===== config.mk =====
export PLATFORM = sky130hd
export DESIGN_NAME = uart_tx_arbiter
export DESIGN_NICKNAME = d
export VERILOG_FILES = /design/src/rtl/uart_tx_arbiter.sv
export SDC_FILE = /design/constraint.sdc
export NUM_CORES = 1
export LEC_CHECK = 0
export ABC_CLOCK_PERIOD_IN_PS = 2400
export CAP_MARGIN = 10
export CORE_MARGIN = 1
export CORE_UTILIZATION = 45
export DETAILED_ROUTE_END_ITERATION = 12
export PLACE_DENSITY_LB_ADDON = 0.15
export SYNTH_ARGS = -nofsm -noshare
export SYNTH_HDL_FRONTEND = slang
export SYNTH_SLANG_ARGS = --single-unit

===== constraint.sdc =====
create_clock -name clk -period 2.4 [get_ports clk]
set_input_delay 0.48 -clock clk [delete_from_list [all_inputs] [get_ports clk]]
set_output_delay 0.48 -clock clk [all_outputs]
set_load 0.01 [all_outputs]

===== src/rtl/uart_tx_arbiter.sv =====
// uart_tx_arbiter
// Round-robin arbiter that shares one uart_transmitter between NUM_REQ
// byte-stream requesters. Each grant launches one byte, then the arbiter
// follows tx_busy until the frame ends. If tx_busy never rises within
// START_TIMEOUT cycles, a start-timeout pulse is raised and the byte is dropped.
//
// Optional build macro: UART_TX_ARB_LOCK_EN
//   Adds the lock input. While lock[grant_id] is set, the current owner keeps
//   the transmitter, so a requester can send a multi-byte message without
//   another requester's bytes being interleaved.
//
// state      | meaning
// -----------+--------------------------------------------------
// IDLE       | arbitrate among pending requests
// LAUNCH     | ack and tx_data_valid pulse is visible this cycle
// WAIT_START | wait for tx_busy to rise, with the timeout running
// WAIT_DONE  | frame in flight, wait for tx_busy to fall
module uart_tx_arbiter #(
  parameter int NUM_REQ       = 4,
  parameter int START_TIMEOUT = 4096
) (
  input  logic                       clk,
  input  logic                       rst_n,
  input  logic [NUM_REQ-1:0]         req,
  input  logic [8*NUM_REQ-1:0]       data,
`ifdef UART_TX_ARB_LOCK_EN
  input  logic [NUM_REQ-1:0]         lock,
`endif
  output logic [NUM_REQ-1:0]         ack,
  output logic [$clog2(NUM_REQ)-1:0] grant_id,
  output logic                       tx_data_valid,
  output logic [7:0]                 tx_data,
  input  logic                       tx_busy,
  output logic                       active,
  output logic                       timeout_err
);

  localparam int GW = $clog2(NUM_REQ);
  localparam int TW = $clog2(START_TIMEOUT + 1);
  localparam logic [TW-1:0] TIMER_LAST = TW'(START_TIMEOUT - 1);

  typedef enum logic [1:0] {IDLE, LAUNCH, WAIT_START, WAIT_DONE} state_t;

  state_t               state, state_nxt;
  logic [TW-1:0]        timer, timer_nxt;
  logic [NUM_REQ-1:0]   ack_nxt;
  logic [GW-1:0]        grant_nxt;
  logic                 valid_nxt;
  logic [7:0]           tx_data_nxt;
  logic                 timeout_nxt;
  logic [GW-1:0]        rr_id;
  logic [GW-1:0]        win_id;
  logic                 win_go;

  // Round-robin pick: the first set req after grant_id, wrapping at NUM_REQ-1.
  // The loop walks from the farthest offset to the nearest, so the nearest
  // pending requester is the last one assigned and therefore wins.
  always_comb begin
    int          c;
    logic [GW-1:0] cand;
    rr_id = grant_id;
    c     = 0;
    cand  = '0;
    for (int i = NUM_REQ; i >= 1; i--) begin
      c = int'(grant_id) + i;
      if (c >= NUM_REQ) c = c - NUM_REQ;
      cand = GW'(c);
      if (req[cand]) rr_id = cand;
    end
  end

`ifdef UART_TX_ARB_LOCK_EN
  logic lock_clear, lock_clear_nxt;
  logic lock_hold;

  // While the owner holds its lock, only the owner can win. This stays true
  // even while the owner is not requesting, which keeps the arbiter idle.
  always_comb begin
    lock_hold = lock[grant_id] && !lock_clear;
    win_id    = lock_hold ? grant_id : rr_id;
    win_go    = lock_hold ? req[grant_id] : |req;
  end
`else
  // Pure round-robin: grant whenever anyone is requesting.
  always_comb begin
    win_id = rr_id;
    win_go = |req;
  end
`endif

  // State and output registers.
  always_ff @(posedge clk or negedge rst_n) begin
    if (!rst_n) begin
      state         <= IDLE;
      timer         <= '0;
      ack           <= '0;
      grant_id      <= GW'(NUM_REQ - 1);
      tx_data_valid <= 1'b0;
      tx_data       <= 8'h00;
      timeout_err   <= 1'b0;
`ifdef UART_TX_ARB_LOCK_EN
      lock_clear    <= 1'b0;
`endif
    end else begin
      state         <= state_nxt;
      timer         <= timer_nxt;
      ack           <= ack_nxt;
      grant_id      <= grant_nxt;
      tx_data_valid <= valid_nxt;
      tx_data       <= tx_data_nxt;
      timeout_err   <= timeout_nxt;
`ifdef UART_TX_ARB_LOCK_EN
      lock_clear    <= lock_clear_nxt;
`endif
    end
  end

  // Next-state decode.
  always_comb begin
    state_nxt = state;
    case (state)
      IDLE:       if (win_go) state_nxt = LAUNCH;
      LAUNCH:     state_nxt = WAIT_START;
      WAIT_START: begin
        if (tx_busy)                  state_nxt = WAIT_DONE;
        else if (timer == TIMER_LAST) state_nxt = IDLE;
      end
      WAIT_DONE:  if (!tx_busy) state_nxt = IDLE;
      default:    state_nxt = IDLE;
    endcase
  end

  // Next values for the registered outputs and the start timer.
  always_comb begin
    ack_nxt     = '0;
    valid_nxt   = 1'b0;
    timeout_nxt = 1'b0;
    grant_nxt   = grant_id;
    tx_data_nxt = tx_data;
    timer_nxt   = timer;
`ifdef UART_TX_ARB_LOCK_EN
    lock_clear_nxt = lock_clear;
`endif
    case (state)
      IDLE: begin
        if (win_go) begin
          ack_nxt     = NUM_REQ'(1) << win_id;
          valid_nxt   = 1'b1;
          grant_nxt   = win_id;
          tx_data_nxt = data[8*win_id +: 8];
`ifdef UART_TX_ARB_LOCK_EN
          lock_clear_nxt = 1'b0;
`endif
        end
      end
      LAUNCH: timer_nxt = '0;
      WAIT_START: begin
        if (!tx_busy) begin
          if (timer == TIMER_LAST) begin
            timeout_nxt = 1'b1;
`ifdef UART_TX_ARB_LOCK_EN
            // A transmitter that never started must not stay pinned to the
            // same owner, so the next grant after a timeout is round-robin.
            lock_clear_nxt = 1'b1;
`endif
          end else begin
            timer_nxt = timer + 1'b1;
          end
        end
      end
      default: ;
    endcase
  end

  // active is decoded directly from state.
  always_comb active = (state != IDLE);

endmodule

# After elaboration in Yosys (flattened, before gate mapping)
# Index checks and enable logic that the tools add are counted.
[totals]
word_cells = 73
ff_bits = 31
in_bits = 39
[op_classes]
add_sub_neg = 9
shift = 2
n_mux = 31
n_reduce_logical = 7
n_lt_le_gt_ge = 8
n_eq_ne = 9
[ops]
columns = ["operator", "n"]
rows = [
  ["indexed part select 32 x 6 -> 8 bit", 1],
  ["two-way mux 13 bit", 2],
  ["one-hot mux 13 bit (2 select lines)", 1],
  ["two-way mux 2 bit", 12],
  ["adder 13 x 1 -> 13 bit (second input constant)", 1],
  ["== test 13 x 12 -> 1 bit (second input constant)", 1],
  ["< comparator 2 x 3 -> 1 bit (second input constant)", 4],
  [">= comparator 3 bit (second input constant)", 3],
  ["two-way mux 1 bit", 9],
  ["binary-select mux 1 bit (select 2 bit)", 4],
  ["two-way mux 4 bit", 2],
  ["!= test 2 bit (second input constant)", 4],
  ["one-hot mux 2 bit (4 select lines)", 1],
  ["subtractor 2 x 1 -> 2 bit (second input constant)", 4],
  ["adder 2 x 2 -> 3 bit (second input constant)", 2],
  ["AND reduction 3 bit", 2],
  ["adder 2 x 3 -> 4 bit (second input constant)", 1],
  ["== test 2 bit (second input constant)", 2],
  [">= comparator 4 x 3 -> 1 bit (second input constant)", 1],
  ["nonzero test 2 bit", 2],
  ["OR reduction 4 bit", 1],
  ["<< shifter 1 x 2 -> 4 bit (first input constant)", 1],
  ["adder 2 x 1 -> 3 bit (second input constant)", 1],
  ["!= test 3 bit (second input constant)", 1],
  ["3 further kinds", 3],
]

# Longest topological paths before layout
# Gate-level depths: netlist of run 1.
[depth]
word_depth = 12
depth_mapped = 7
depth_no_buf = 6

# Least setup slack after synthesis of run 1
# No wires, ideal clock.
[synth_path]
path_type = "reg-to-reg"
startpoint = "register timer[0]"
endpoint = "register timer[2]"
slack_ps = 513
required_time_ps = 2336
period_less_slack_ps = 1887
n_path_buf = 1
setup_time_ps = 64
arrival_ps = 1823
path_stages_with_launch = 8
cell_sequence = "dfrtp_1 ha_1 nand4_2 or4_4 buf_6 a21oi_4 o21bai_1 a21o_1"
[synth_between]
elab_chain_cells = 4
word_cells_on_any_way = 7
cone_classes = "add/sub: 1; eq/ne: 2; mux: 3; reduce/logical: 1"
[synth_rtl]
columns = ["item", "line_no", "rtl"]
rows = [
  ["from (decl)", "45", "logic [TW-1:0] timer, timer_nxt;"],
  ["from (signal assigned)", "106", "timer <= timer_nxt;"],
  ["adder 13 x 1 -> 13 bit", "167", "timer_nxt = timer + 1'b1;"],
  ["two-way mux 13 bit", "159", "if (timer == TIMER_LAST) begin"],
  ["two-way mux 13 bit", "158", "if (!tx_busy) begin"],
  ["one-hot mux 13 bit (2 select lines)", "144", "case (state)"],
]
# Several ways; a longest one is shown, not always the timed one. The select of a mux whose other input is x is not followed.
# A chain may end at the register's enable or synchronous reset.

# Final worst setup path of run 1
[layout_path]
startpoint = "register timer[0]"
endpoint = "register timer[10]"
# Same word-level chain as after synthesis.

==> out/metrics.yaml, run 1 <==
outcome:
  outcome: "finished, final reports clean"
drt:
  routedWlPerCell_um: 14.52
  dr_wl_met2_um: 1880
  via_per_inst: 5.483
  ant_nets: 0
  routed_wl_um: 3907
  drc: 0
  dr.pass1.iters: 4
  highest_layer: "met4"
  dr_wl_met3_um: 243
  wl_met1_um: 1742
  vias: 1475
  drtIter0Drc: 132
yosys:
  ys_warn_count: 0
  synth_area_leaders: "dfrtp_1 45%, mux2i_1 11%, o221ai_1 4.9%, nand2_1 4.2%, dfstp_2 3.2%"
  syn_avg_cell_area_um2: 9.986
  ys_ff_latch: 31
  syn_area_um2: 1618
  synthCells: 162
  synth_top_area_frac: 0.4486
  yosys_most_used_dff: "dfrtp_1"
  synth_edf_count: 0
  synthTopCellsByCount: "29 x dfrtp_1, 18 x nand2_1, 17 x mux2i_1"
  synth_nets: 202
  async_reset_ff_frac: 1.000
  synth_most_common_cell: "dfrtp_1"
  synth_cell_type_count: 40
  yosysTopAreaCell: "dfrtp_1"
  ys_seq_area_frac: 0.4811
sta:
  tns_ns: 0
  hold_violations: 0
  rsz0062_at_grt: "false"
  timing.fmax_mhz: 478.9
  fin_crit_sh: 0.8700
  layout_setup_ws_ns: 0.3120
  setup_viol_count_final: 0
  tightestPinTransition_ns: 0.4751
  slew_headroom: 0.6826
  period_needed_ns: 2.088
  finClkSkew_ns: 0.01102
  slew_violations: 0
setup_path:
  path_cells: "ha_1, nand4_2, or4_4, a21oi_4, a21oi_1, a21oi_1"
  critPathLaunchType: "flop"
  worstSetupPathDepth: 6
  worstPathRequired_ns: 2.65
  cp_max_fo: 9
  crit_type: "flop to flop"
  slowest_delay_ns: 0.64
  path_delay_family: "simple AND/OR/NAND/NOR gates"
  reg2reg_depth: 6
  arrival_ns: 2.34
  endpoint_kind: "flop"
  cpMostUsedCell: "a21oi_1"
  critPathSlowestCell: "or4_4"
  crit_buf_inv: 0
floorplanning:
  start_util: 0.4773
  pin_count: 56
  die-area_um2: 3839
  row_count: 21
  fp.coreArea_um2: 3390
  fp.dieH_um: 61.96
  fp.dieW_um: 61.96
clocking:
  clk_pin_slew_worst_paths_ns: 0.10
  insertion_delay_ns: 0.34
  ctsRootBufferMaster: "clkbuf_4"
  numClockSinks: 31
  cts_max_level: 2
  cts_resized: 0
  postCtsSetupRepairBufs: 0
  cts.path.max_buffers: 2
  holdBufCountCts: 0
  cts-buffers-inserted: 5
  cts_tree: "built"
power_and_ir_drop:
  ir_drop_mv: 0.3929
  leakage_nw: 1.006
  pwr_density_cell_nw_per_um2: 927.8
  p_total_w: 0.002126
place:
  gp_congestion: 0.7584
  port_buffers: 55
  post-dp-hpwl_um: 2924
  post-place-ws_ns: 0.2571
  placed_cell_area_um2: 2241
run:
  max_cap_viol_count: 0
min_path:
  hold_path_class: "flop to flop"
  whs_path_depth: 2
finish:
  fillers: 269
  antenna_cells: 0
  seq_area_um2: 778.2
  multi_input_area_um2: 778.2
  nets: 262
  layout-drive-gt1-share: 0.08072
  area_delta_synth_final_pct: 41.61
  design_area_um2: 2291
global_route:
  grt_max_degree: 32
  grt_pass1_wl_um: 6430
  grtUsageTotal: 0.2347
  grt_pass1_vias: 1435
  antenna_found_initial: 0
  overflow: 0
[report_power, final]
| group | switching, W | internal (W) | leakage [nW] |
|---|---|---|---|
| sequential | 0.000115 | 0.000676 | 0.405 |
| combinational | 0.000508 | 0.000536 | 0.571 |
| clock | 0.000176 | 0.000114 | 0.0293 |
| total | 0.000800 | 0.00133 | 1.01 |
[final cells by class]
class	count	share of cell area
Clock inverter	1	0.002185
Sequential cell	31	0.3397
Inverter	9	0.01475
Clock buffer	7	0.01966
Multi-Input combinational cell	116	0.3397
Tap cell	46	0.02512
Timing Repair Buffer	59	0.2589
[layout by cell type (no fill, tap or decap), types with 3 or more instances in the layout]
cell type	instances
clkdlybuf4s50_1	55
dfrtp_1	29
nand2_1	18
mux2i_1	17
nor2_1	11
nand3_1	9
o221ai_1	8
inv_1	7
nand4_1	5
clkbuf_4	5
a21oi_1	4
a31oi_1	4
nor3_1	3
nand2b_1	3
o21ai_1	3
buf_4	3
[worst min-delay path: stages, from the launching register on]
cell	delay (ns)
dfrtp_1	0.36
nand2_1	0.05
o221ai_1	0.06
[flip-flops by register name, indices dropped and copies added (netlist names)]
| name | cells |
|---|---|
| ack | 4 |
| grant_id | 2 |
| state | 2 |
| timeout_err | 1 |
| timer | 13 |
| tx_data | 8 |
| tx_data_valid | 1 |
[final timing paths]
path                             from  slack (ns)     endpoint
max                          timer[0]        0.31    timer[10]
min                        tx_data[3]        0.51   tx_data[3]
max reg2reg                  timer[0]        0.31    timer[10]
min reg2reg                tx_data[3]        0.51   tx_data[3]
max in group asynchronous       rst_n        1.56  grant_id[0]
min in group asynchronous       rst_n        0.52     timer[1]
[logic make-up (layout without fill, tap and decap cells)]
kind of cell | Yosys count | after routing | synth area share
xor+xnor | 4 | 4 | 0.02166
compound gates | 30 | 30 | 0.1377
mux | 17 | 17 | 0.1052
fa+ha+maj | 1 | 1 | 0.007733
flops | 31 | 31 | 0.4811
simple gates | 64 | 64 | 0.2049
buf+inv | 15 | 76 | 0.04176
[metal layers]
metal / global-route usage / vias to the layer above
li1: - / 719
met1: 0.3042 / 699
met2: 0.3678 / 51
met3: 0.08903 / 6
met4: 0.06349 / 0
met5: 0 / -
[through the flow]
step | util | hold slack (ns) | instances
after floorplan | - | 0.1844 | 162
after global placement | 0.6611 | 0.4740 | 261
after detailed placement | 0.6611 | 0.4851 | 261
after CTS | 0.6759 | 0.5097 | 269
after global routing | 0.6759 | 0.5405 | 269
final | 0.6759 | 0.5082 | 269
Note: power is estimated with default switching activity, not from simulation.
==> inputs of run 2 (changes only) <==
Settings changed: HOLD_SLACK_MARGIN set to 0.12, SLEW_MARGIN set to 25.
==> results of run 2 <==
Final layout, timing and power as in run 1 (identical DEF).
